## src/rtl/gfx_raster_pkg.sv

```systemverilog
// Shared types and helpers for the span rasterizer and the setup blocks
// that feed it.
package gfx_raster_pkg;

    localparam int POINT_W   = 16;
    localparam int MAX_LANES = 16;

    typedef enum logic [1:0] {
        ST_IDLE  = 2'd0,
        ST_SETUP = 2'd1,
        ST_RUN   = 2'd2,
        ST_DONE  = 2'd3
    } state_t;

    typedef logic        [POINT_W-1:0] point_t;
    typedef logic signed [POINT_W:0]   spoint_t;

    // Bit i is set when pixel x+i still lies on or before the inclusive right bound x1.
    function automatic logic [MAX_LANES-1:0] lane_mask(input int x, input int x1);
        logic [MAX_LANES-1:0] m;
        m = {MAX_LANES{1'b0}};
        for (int i = 0; i < MAX_LANES; i++) begin
            m[i] = ((x + i) <= x1);
        end
        return m;
    endfunction

endpackage

```

## src/rtl/gfx_raster_bounds.sv

```systemverilog
// Combinational rectangle bound calculation: clip window, texture source
// window limit, texture origin and empty detection.
module gfx_raster_bounds
    import gfx_raster_pkg::*;
#(
    parameter int point_width = 16
) (
    input  logic                          i_clip_en,
    input  logic                          i_tex_en,
    input  logic        [point_width-1:0] i_dest_p0_x,
    input  logic        [point_width-1:0] i_dest_p0_y,
    input  logic        [point_width-1:0] i_dest_p1_x,
    input  logic        [point_width-1:0] i_dest_p1_y,
    input  logic        [point_width-1:0] i_clip_p0_x,
    input  logic        [point_width-1:0] i_clip_p0_y,
    input  logic        [point_width-1:0] i_clip_p1_x,
    input  logic        [point_width-1:0] i_clip_p1_y,
    input  logic        [point_width-1:0] i_src_p0_x,
    input  logic        [point_width-1:0] i_src_p0_y,
    input  logic        [point_width-1:0] i_src_p1_x,
    input  logic        [point_width-1:0] i_src_p1_y,
    output logic signed [point_width:0]   o_x0,
    output logic signed [point_width:0]   o_x1,
    output logic signed [point_width:0]   o_y0,
    output logic signed [point_width:0]   o_y1,
    output logic        [point_width-1:0] o_u0,
    output logic        [point_width-1:0] o_v0,
    output logic                          o_empty
);

    typedef logic signed [point_width:0] sw_t;
    typedef logic        [point_width-1:0] pw_t;

    localparam sw_t ONE_S = sw_t'(1'b1);

    function automatic sw_t sext(input pw_t a);
        return {a[point_width-1], a};
    endfunction

    function automatic sw_t zext(input pw_t a);
        return {1'b0, a};
    endfunction

    // One axis: dest is signed, clip and source windows are unsigned; ends are exclusive.
    function automatic void axis(input sw_t p0, input sw_t p1, input sw_t c0, input sw_t c1,
                                 input sw_t s0, input sw_t s1, input logic clip, input logic tex,
                                 output sw_t lo, output sw_t hi, output pw_t t0);
        sw_t t;
        sw_t lim;
        lo  = (clip && (c0 > p0)) ? c0 : p0;
        hi  = p1 - ONE_S;
        hi  = (clip && ((c1 - ONE_S) < hi)) ? (c1 - ONE_S) : hi;
        t   = s0 + (lo - p0);
        lim = lo + s1 - ONE_S - t;
        hi  = (tex && (lim < hi)) ? lim : hi;
        t0  = t[point_width-1:0];
    endfunction

    // Both axes share the same rule set.
    always_comb begin
        o_x0 = {(point_width+1){1'b0}};
        o_x1 = {(point_width+1){1'b0}};
        o_y0 = {(point_width+1){1'b0}};
        o_y1 = {(point_width+1){1'b0}};
        o_u0 = {point_width{1'b0}};
        o_v0 = {point_width{1'b0}};
        axis(sext(i_dest_p0_x), sext(i_dest_p1_x), zext(i_clip_p0_x), zext(i_clip_p1_x),
             zext(i_src_p0_x), zext(i_src_p1_x), i_clip_en, i_tex_en, o_x0, o_x1, o_u0);
        axis(sext(i_dest_p0_y), sext(i_dest_p1_y), zext(i_clip_p0_y), zext(i_clip_p1_y),
             zext(i_src_p0_y), zext(i_src_p1_y), i_clip_en, i_tex_en, o_y0, o_y1, o_v0);
        o_empty = (o_x0 > o_x1) || (o_y0 > o_y1);
    end

endmodule

```

## src/rtl/gfx_span_rasterizer.sv

```systemverilog
// Multi-lane rect rasterizer: walks the clipped rectangle LANES pixels per
// beat on a valid/ready stream, with optional texture coordinates.
module gfx_span_rasterizer
    import gfx_raster_pkg::*;
#(
    parameter int point_width = 16,
    parameter int LANES       = 4
) (
    input  logic                   clk_i,
    input  logic                   rst_i,
    input  logic                   start_i,
    input  logic                   clipping_enable_i,
    input  logic                   texture_enable_i,
    input  logic [point_width-1:0] dest_p0_x_i,
    input  logic [point_width-1:0] dest_p0_y_i,
    input  logic [point_width-1:0] dest_p1_x_i,
    input  logic [point_width-1:0] dest_p1_y_i,
    input  logic [point_width-1:0] clip_p0_x_i,
    input  logic [point_width-1:0] clip_p0_y_i,
    input  logic [point_width-1:0] clip_p1_x_i,
    input  logic [point_width-1:0] clip_p1_y_i,
    input  logic [point_width-1:0] src_p0_x_i,
    input  logic [point_width-1:0] src_p0_y_i,
    input  logic [point_width-1:0] src_p1_x_i,
    input  logic [point_width-1:0] src_p1_y_i,
    output logic                   busy_o,
    output logic                   ack_o,
    output logic                   pix_valid_o,
    input  logic                   pix_ready_i,
    output logic [point_width-1:0] x_o,
    output logic [point_width-1:0] y_o,
    output logic [point_width-1:0] u_o,
    output logic [point_width-1:0] v_o,
    output logic [LANES-1:0]       lane_mask_o,
    output logic                   last_o
);

    typedef logic signed [point_width:0]   sw_t;
    typedef logic        [point_width-1:0] pw_t;

    localparam sw_t LANES_S = sw_t'(LANES);
    localparam pw_t LANES_U = pw_t'(LANES);
    localparam sw_t ONE_S   = sw_t'(1'b1);
    localparam pw_t ONE_U   = pw_t'(1'b1);
    localparam sw_t ZERO_S  = sw_t'(1'b0);
    localparam pw_t ZERO_U  = pw_t'(1'b0);

    state_t           r_state;
    state_t           w_state_nxt;
    logic             r_busy;
    logic             r_ack;
    logic             r_valid;
    logic             r_last;
    logic [LANES-1:0] r_mask;
    logic             r_tex;
    sw_t              r_x0;
    sw_t              r_x1;
    sw_t              r_y1;
    pw_t              r_u0;
    sw_t              r_x;
    sw_t              r_y;
    pw_t              r_u;
    pw_t              r_v;

    sw_t              w_b_x0;
    sw_t              w_b_x1;
    sw_t              w_b_y0;
    sw_t              w_b_y1;
    pw_t              w_b_u0;
    pw_t              w_b_v0;
    logic             w_b_empty;

    logic             w_valid_nxt;
    sw_t              w_x_nxt;
    sw_t              w_y_nxt;
    pw_t              w_u_nxt;
    pw_t              w_v_nxt;
    sw_t              w_lim_x1;
    sw_t              w_lim_y1;
    logic             w_row_end;
    logic [LANES-1:0] w_mask_nxt;
    logic             w_last_nxt;

    gfx_raster_bounds #(
        .point_width (point_width)
    ) u_bounds (
        .i_clip_en   (clipping_enable_i),
        .i_tex_en    (texture_enable_i),
        .i_dest_p0_x (dest_p0_x_i),
        .i_dest_p0_y (dest_p0_y_i),
        .i_dest_p1_x (dest_p1_x_i),
        .i_dest_p1_y (dest_p1_y_i),
        .i_clip_p0_x (clip_p0_x_i),
        .i_clip_p0_y (clip_p0_y_i),
        .i_clip_p1_x (clip_p1_x_i),
        .i_clip_p1_y (clip_p1_y_i),
        .i_src_p0_x  (src_p0_x_i),
        .i_src_p0_y  (src_p0_y_i),
        .i_src_p1_x  (src_p1_x_i),
        .i_src_p1_y  (src_p1_y_i),
        .o_x0        (w_b_x0),
        .o_x1        (w_b_x1),
        .o_y0        (w_b_y0),
        .o_y1        (w_b_y1),
        .o_u0        (w_b_u0),
        .o_v0        (w_b_v0),
        .o_empty     (w_b_empty)
    );

    assign w_row_end = ((r_x + LANES_S) > r_x1);

    // FSM state register.
    always_ff @(posedge clk_i) begin
        if (rst_i) begin
            r_state <= ST_IDLE;
        end else begin
            r_state <= w_state_nxt;
        end
    end

    // Next state and next beat position; SETUP uses the live bounds since they are not registered yet.
    always_comb begin
        w_state_nxt = r_state;
        w_valid_nxt = r_valid;
        w_x_nxt     = r_x;
        w_y_nxt     = r_y;
        w_u_nxt     = r_u;
        w_v_nxt     = r_v;
        w_lim_x1    = r_x1;
        w_lim_y1    = r_y1;
        case (r_state)
            ST_IDLE: begin
                if (start_i) begin
                    w_state_nxt = ST_SETUP;
                end else begin
                    w_state_nxt = ST_IDLE;
                end
            end
            ST_SETUP: begin
                w_lim_x1 = w_b_x1;
                w_lim_y1 = w_b_y1;
                if (w_b_empty) begin
                    w_state_nxt = ST_DONE;
                    w_valid_nxt = 1'b0;
                end else begin
                    w_state_nxt = ST_RUN;
                    w_valid_nxt = 1'b1;
                    w_x_nxt     = w_b_x0;
                    w_y_nxt     = w_b_y0;
                    w_u_nxt     = texture_enable_i ? w_b_u0 : ZERO_U;
                    w_v_nxt     = texture_enable_i ? w_b_v0 : ZERO_U;
                end
            end
            ST_RUN: begin
                if (r_valid && pix_ready_i) begin
                    if (r_last) begin
                        w_state_nxt = ST_DONE;
                        w_valid_nxt = 1'b0;
                    end else if (w_row_end) begin
                        w_x_nxt = r_x0;
                        w_u_nxt = r_u0;
                        w_y_nxt = r_y + ONE_S;
                        w_v_nxt = r_tex ? (r_v + ONE_U) : ZERO_U;
                    end else begin
                        w_x_nxt = r_x + LANES_S;
                        w_u_nxt = r_tex ? (r_u + LANES_U) : ZERO_U;
                    end
                end else begin
                    w_state_nxt = ST_RUN;
                end
            end
            ST_DONE: begin
                w_state_nxt = ST_IDLE;
            end
            default: begin
                w_state_nxt = ST_IDLE;
                w_valid_nxt = 1'b0;
            end
        endcase
    end

    // Lane mask and last flag for the beat about to be presented.
    always_comb begin
        if (w_valid_nxt) begin
            w_mask_nxt = LANES'(lane_mask(int'(w_x_nxt), int'(w_lim_x1)));
            w_last_nxt = ((w_x_nxt + LANES_S) > w_lim_x1) && (w_y_nxt == w_lim_y1);
        end else begin
            w_mask_nxt = {LANES{1'b0}};
            w_last_nxt = 1'b0;
        end
    end

    // Output, counter and bound registers.
    always_ff @(posedge clk_i) begin
        if (rst_i) begin
            r_busy  <= 1'b0;
            r_ack   <= 1'b0;
            r_valid <= 1'b0;
            r_last  <= 1'b0;
            r_mask  <= {LANES{1'b0}};
            r_tex   <= 1'b0;
            r_x0    <= ZERO_S;
            r_x1    <= ZERO_S;
            r_y1    <= ZERO_S;
            r_u0    <= ZERO_U;
            r_x     <= ZERO_S;
            r_y     <= ZERO_S;
            r_u     <= ZERO_U;
            r_v     <= ZERO_U;
        end else begin
            r_busy  <= (w_state_nxt != ST_IDLE);
            r_ack   <= (w_state_nxt == ST_DONE);
            r_valid <= w_valid_nxt;
            r_last  <= w_last_nxt;
            r_mask  <= w_mask_nxt;
            r_x     <= w_x_nxt;
            r_y     <= w_y_nxt;
            r_u     <= w_u_nxt;
            r_v     <= w_v_nxt;
            if (r_state == ST_SETUP) begin
                r_x0  <= w_b_x0;
                r_x1  <= w_b_x1;
                r_y1  <= w_b_y1;
                r_u0  <= texture_enable_i ? w_b_u0 : ZERO_U;
                r_tex <= texture_enable_i;
            end
        end
    end

    assign busy_o      = r_busy;
    assign ack_o       = r_ack;
    assign pix_valid_o = r_valid;
    assign x_o         = r_x[point_width-1:0];
    assign y_o         = r_y[point_width-1:0];
    assign u_o         = r_u;
    assign v_o         = r_v;
    assign lane_mask_o = r_mask;
    assign last_o      = r_last;

endmodule

```

## config.mk

```make
export PLATFORM = sky130hd
export DESIGN_NAME = gfx_span_rasterizer
export DESIGN_NICKNAME = d
export VERILOG_FILES = /design/src/rtl/gfx_raster_pkg.sv /design/src/rtl/gfx_raster_bounds.sv /design/src/rtl/gfx_span_rasterizer.sv
export SDC_FILE = /design/constraint.sdc
export NUM_CORES = 1
export LEC_CHECK = 0
export CAP_MARGIN = 10
export CORE_MARGIN = 5
export CORE_UTILIZATION = 55
export CTS_BUF_LIST = sky130_fd_sc_hd__clkbuf_16
export DETAILED_ROUTE_END_ITERATION = 12
export GPL_TIMING_DRIVEN = 0
export PLACE_DENSITY = 0.77
export SYNTH_ARGS = -nofsm -noshare
export SYNTH_HDL_FRONTEND = slang
export SYNTH_HIERARCHICAL = 1
export SYNTH_SLANG_ARGS = --single-unit
```

## constraint.sdc

```tcl
create_clock -name clk_i -period 17.9 [get_ports clk_i]
set_clock_uncertainty 0.1 [all_clocks]
set_input_delay 1.79 -clock clk_i [delete_from_list [all_inputs] [get_ports clk_i]]
set_output_delay 1.79 -clock clk_i [all_outputs]
set_load 0.05 [all_outputs]
```

==> results of run 1 <==
-- worst max path at each step --
stage	from	end	slack, ps	depth (start not counted)
after floorplan	dest_p0_y_i[1]	last_o	2520	70
after global placement	dest_p0_x_i[14]	last_o	-1890	70
after detailed placement	dest_p0_x_i[1]	last_o	-2210	73
after CTS	dest_p0_y_i[1]	last_o	9	74
after global routing	dest_p0_y_i[1]	last_o	-5	78
final	dest_p0_y_i[1]	last_o	570	72
-- state kept, by name, indices dropped and copies added (netlist names) --
| name | flops |
|---|---|
| r_y | 17 |
| last_o | 1 |
| r_y1 | 17 |
| r_x | 17 |
| r_tex | 1 |
| pix_valid_o | 1 |
| busy_o | 1 |
| r_x1 | 17 |
| r_state | 2 |
| lane_mask_o | 4 |
| ack_o | 1 |
| r_x0 | 17 |
| v_o | 16 |
| r_u0 | 16 |
| u_o | 16 |
-- through the flow --
stage / util / cells / area (um^2) / TNS, ps
2_1_floorplan: - / 2911 / 22900 / 0
3_3_place_gp: 0.639 / 3711 / 26200 / -4160
3_5_place_dp: 0.639 / 3711 / 26200 / -5670
4_1_cts: 0.656 / 3749 / 26900 / 0
5_1_grt: 0.663 / 3757 / 27200 / -4.87
6_report: 0.663 / 3757 / 27200 / 0
-- placed cells by master (no fill, tap or decap), types with 52 or more instances in the layout --
cell type          n
inv_1            329
ha_1             312
nor2_1           270
clkdlybuf4s50_1  267
nand2_1          207
a21oi_1          168
mux2i_1          145
dfxtp_1          144
xnor2_1          138
o21ai_0          106
nor3_1            72
nand3_1           71
fa_1              66
mux2_2            63
xor2_1            56
nand4_1           53
clkbuf_1          52
a21o_1            52
-- final cells by class --
type / count / area [um^2]
buffer: 133 / 816
clock buffer: 17 / 425
clock inverter: 15 / 146
fill: 3643 / 13800
inverter: 331 / 1240
multi-input combinational: 2301 / 18200
sequential: 144 / 2880
tap: 532 / 666
timing repair buffer: 284 / 2810
-- worst register-to-register path, delay by kind of cell, from the launching register on --
kind | cells | cell delay (ps)
compound gates | 8 | 2650
simple gates | 9 | 2320
fa+ha+maj | 4 | 1030
flops | 1 | 540
xor+xnor | 2 | 510
buf+inv | 2 | 430
mux | 2 | 220
-- layer usage --
layer	track usage	vias to the layer above
met4	0.181	4
met2	0.607	1078
met1	0.433	11009
li1	-	10884
met5	0	-
met3	0.0533	262
-- timing repair --
action / CTS / global route
buffers inserted: 7 / 8
resized for setup: 18 / 55
endpoints found under the setup margin: 4 / 4
pin swaps: 5 / 9
-- kinds of logic after synthesis --
| group | synth area share |
|---|---|
| buf+inv | 0.0889 |
| fa+ha+maj | 0.229 |
| xor+xnor | 0.0774 |
| flops | 0.126 |
| mux | 0.112 |
| compound gates | 0.184 |
| simple gates | 0.182 |
==> results.md, run 1 <==
- Post-synth top area share: 0.171
- Diode count: 0
- Die Height: roughly 210 um
- Most common cell in the netlist: inv_1
- Max Cap Violations: 0
- HPWL after DPL: 70.0 mm
- Startpoint types: primary input
- Routed Antenna Nets: 0
- Syn_nets: 3,488
- Critical Path Max Stage Delay: roughly 550 ps
- Period utilisation layout: 0.968
- Finish-stage setup viols: 0
- Final WS setup: roughly 570 ps
- Slew @ Worst Pin: 1080 ps
- Status: finished, final reports clean
- R2R Path Start: r_x[2]
- Antenna violations before repair: 2
- Io pins: 270
- Fin crit period: 17,330 ps
- YS warnings: 6
- Hold Buf Count CTS: 0
- M1 WL: 33.0 mm
- Synth area leaders: ha_1 (17%), dfxtp_1 (13%), mux2i_1 (6.7%), fa_1 (5.8%), xnor2_1 (5.5%)
- Area delta synth->final: 18.9%
- Hold WC Path Type: flip-flop to flip-flop
- Initial core utilization: 0.557
- Worst EP arrival: between 15,000 and 20,000 ps
- Vias in the first global route: 23,246
- Clock sink total: between 100 and 150
- Crit path top cell by count: ha_1
- H-tree depth: 4
- Hold_sp: r_u0[0]
- Row Count: 74
- Syn avg cell area: between 7 and 8 um^2
- Clock Tree Root: clkbuf_16
- Asr flop ratio synth: 0
- Synth Flop Type: dfxtp_1
- Max layer used: met5
- Synthesis-stage register bit count: about 140
- First-pass GRT wire length: approximately 130 mm
- Hold slack: 356 ps
- Met3 routed WL: ~6.5 mm
- Hold Path Sink: r_u0[0]
- Clk slew on worst S/H paths: 70 ps
- Fin nets: 3,789
- Met2 WL: approximately 40 mm
- Starting DRT DRC Count: 1,730
- Die width: 214 um
- I/O Buffers: 268
- Core area: 41,000 um^2
- Distinct cells, synth: 110
- Slew Limit Fails: 0
- Worst path slowest cell: clkdlybuf4s50_1
- Max clock buf depth: 2
- Layout cells sized above 1: 0.0921
- Syn Inst Count: slightly below 3,000
- FMAX: slightly below 60 MHz
- Slew HR: 0.257
- CTS tree: yes
- DR vias: ~23,000
- Final Wtd Congestion: 1.06
- DIE AREA: between 40,000 and 50,000 um^2
- Via density: between 6 and 7
- Worst Path Max Fanout: 10
- Synthesized area: about 23,000 um^2
- Reg2reg end: lane_mask_o[2]
- Post-synth EDFFs: 0
- CP delay by family, top: compound AO/OA/AOI/OAI gates
- Hold Path Depth: 2
- CP endpoint kind: flip-flop
- DRT Pass-1 Iters: 8
- Pre-CTS WS: -2210 ps
- Leading area contributor after synthesis: ha_1
- Post-synth top cells: inv_1 (329), ha_1 (313), nor2_1 (270), nand2_1 (207), a21oi_1 (177)
- Clock latency on the worst-skew pair: ~450 ps
- Num CTS Buffers: 17
- CP bufs+invs: 13
- Worst R2R Path Depth: 27
- WL/cell: between 20 and 25 um
- Total gr overflow: 0
- WP data required: between 15,000 and 20,000 ps
- Register area share after synthesis: 0.126
- Critical path class: primary input to flip-flop
- Largest net degree at the start of global routing: 18
- WL final: around 84 mm
- R2r setup slk: around 10000 ps
- DRC errors left: 0
- Gr usage total: 0.355
- Final hold violation count: 0
Power of run 1 is left out: the tool's default activity adds up to more than one toggle a clock period on the data nets, which glitch-free logic cannot reach.
==> inputs of run 2 (changes only) <==
--- a/config.mk
+++ b/config.mk
@@ -6,6 +6,7 @@
 export NUM_CORES = 1
 export LEC_CHECK = 0
 export CAP_MARGIN = 10
+export CORE_ASPECT_RATIO = 1.1
 export CORE_MARGIN = 5
 export CORE_UTILIZATION = 55
 export CTS_BUF_LIST = sky130_fd_sc_hd__clkbuf_16
==> constraint.sdc (replaced) <==
create_clock -name clk_i -period 16 [get_ports clk_i]
set_clock_uncertainty 0.1 [all_clocks]
set_input_delay 1.6 -clock clk_i [delete_from_list [all_inputs] [get_ports clk_i]]
set_output_delay 1.6 -clock clk_i [all_outputs]
set_load 0.05 [all_outputs]
==> run 2 against run 1 <==
Compared with the run above:
- utilization increased by 3.5 points
- critical path depth shrank 1
- sequential cell count unchanged
- die area about the same
- non-clock buffer count increased by 65
- via count grew 3.6%
- wire length grew 7.7%
- first-iteration DRC count up 6.0%
- design area up 5.7%
- final cell count up 2.5%
- critical path type unchanged
- critical endpoint unchanged
- highest routed layer unchanged
==> results.md, run 2 (synthesis gave the netlist of run 1 again) <==
- Num CTS Buffers: 17 (unchanged)
- WL final: 90.7 mm (was 84.2 mm)
- First-pass GRT wire length: 135 mm (was 127 mm)
- Hold WC Path Type: flip-flop to flip-flop (unchanged)
- R2r setup slk: 7810 ps (was 9980 ps)
- Largest net degree at the start of global routing: 17 (was 18)
- Max Cap Violations: 0 (unchanged)
- DRT Pass-1 Iters: 6 (was 8)
- Worst EP arrival: 16,170 ps (was 17,570 ps)
- Io pins: 270 (unchanged)
- Gr usage total: 0.374 (was 0.355)
- Fin nets: 3,854 (was 3,789)
- I/O Buffers: 268 (unchanged)
- Worst path slowest cell: fa_1 (was clkdlybuf4s50_1)
- Hold Path Depth: 2 (unchanged)
- Final WS setup: 83.9 ps (was 569 ps)
- Post-layout util: 0.698 (was 0.663)
- Antenna violations before repair: 3 (was 2)
- Via density: 6.25 (was 6.18)
- Hold Path Sink: r_u0[0] (unchanged)
- Reg2reg end: lane_mask_o[3] (was lane_mask_o[2])
- Clk slew on worst S/H paths: 70 ps (about the same)
- Final hold violation count: 0 (unchanged)
- Hold Buf Count CTS: 0 (unchanged)
- Clock Tree Root: clkbuf_16 (unchanged)
- R2R Path Start: r_x[2] (unchanged)
- Die Height: 224 um (was 214 um)
- Die width: 204 um (was 214 um)
- FMAX: ~63 MHz
- Clock latency on the worst-skew pair: 460 ps (was 450 ps)
- Final Wtd Congestion: 1.01 (was 1.06)
- Commonest non-fill, non-tap cell in the layout: inv_1 (unchanged)
- Layout cells sized above 1: 0.150 (was 0.0921)
- Period utilisation layout: 0.995
- WL/cell: 23.6 um (was 22.4 um)
- Slew Limit Fails: 0 (unchanged)
- Unrepaired setup endpoints after global routing: true
- DR vias: 24,084 (was 23,237)
- Total gr overflow: 0 (unchanged)
- Slew HR: 0.164 (was 0.257)
- HPWL after DPL: 72.6 mm (was 70.0 mm)
- DRC errors left: 0 (unchanged)
- Initial core utilization: 0.555 (was 0.557)
- CTS tree: yes (unchanged)
- Slew @ Worst Pin: 1220 ps (was 1080 ps)
- Vias in the first global route: 23,654 (was 23,246)
- Fin crit period: 15,920 ps
- Max clock buf depth: 2 (unchanged)
- Worst R2R Path Depth: 30 (was 27)
- WP data required: 16,250 ps (was 18,130 ps)
- Routed Antenna Nets: 0 (unchanged)
- Status: finished, final reports clean (unchanged)
- H-tree depth: 4 (unchanged)
- Core area: 41,200 um^2 (was 41,000 um^2)
- Worst Path Max Fanout: 7 (was 10)
- Pre-CTS WS: -3760 ps (was -2210 ps)
- Clock sink total: 144 (unchanged)
- Row Count: 78 (was 74)
- Critical path class: primary input to flip-flop (unchanged)
- CP endpoint kind: flip-flop (unchanged)
- Starting DRT DRC Count: 1,834 (was 1,730)
- Startpoint types: primary input (unchanged)
- DIE AREA: 45,700 um^2 (about the same)
- Hold_sp: r_u0[0] (unchanged)
- Critical Path Max Stage Delay: 510 ps (was 550 ps)
- Finish-stage setup viols: 0 (unchanged)
- Area delta synth->final: 25.7% (was 18.9%)
- Most frequent cells in the layout: inv_1 (323), ha_1 (293), nor2_1 (264) (was inv_1 (329), ha_1 (312), nor2_1 (270))
[run 2: cell count changes in the layout (fill, tap and decap cells not counted), sizes merged]
cell,before,now
clkbuf,79,85
dlymetal6s2s,1,35
diode,0,2
clkdlybuf4s15,1,0
buf,86,161
clkinvlp,4,2
clkdlybuf4s50,267,218
bufinv,0,2
[run 2: layout make-up]
type,count,area (um^2)
antenna,2,5.00
buffer,133,896
clock buffer,17,425
clock inverter,15,190
fill,3338,12400
inverter,331,1250
multi-input combinational,2301,19000
sequential,144,2880
tap,560,701
timing repair buffer,349,3370
[run 2: stage by stage]
stage                     area (um^2)  instances  hold WS, ps  TNS [ps]
after floorplan                 22900       2911          332         0
after CTS                       27700       3804          355     -55.9
after global placement          26200       3739          341    -13580
after detailed placement        26300       3740          347    -18800
after global routing            28700       3851          389      -223
final                           28700       3852          354         0
[run 2: what timing repair did]
action                     4_1_cts  5_1_grt
pin swaps                       23       92
resized for setup              127      221
setup endpoints to repair        5        5
cloned                           0        0
buffers inserted                34       46
[run 2: worst max-delay path: cells and delay by family]
family	cells	cell delay [ps]
AO/OA/AOI/OAI	26	4940
multiplexers	5	1350
XOR/XNOR	3	500
adder cells (fa/ha/maj)	8	2550
buffers and inverters	12	1530
AND/OR/NAND/NOR	17	3650
[run 2: metal layers]
metal	vias up	routed length, um	global-route usage
li1	10990	-	-
met1	11499	34000	0.439
met2	1229	43300	0.646
met3	364	6810	0.0583
met4	2	6620	0.219
met5	-	17	0
[run 2: worst max path at each step]
stage	slack [ps]	from	end	depth (start not counted)
4_1_cts	-60	clip_p0_y_i[0]	last_o	74
5_1_grt	-220	dest_p0_y_i[9]	last_o	74
2_1_floorplan	810	dest_p0_y_i[1]	last_o	70
3_5_place_dp	-3760	dest_p0_y_i[1]	last_o	74
6_report	80	dest_p0_y_i[6]	last_o	71
3_3_place_gp	-3590	dest_p0_y_i[6]	last_o	73
Power of run 2 is left out for the same reason.
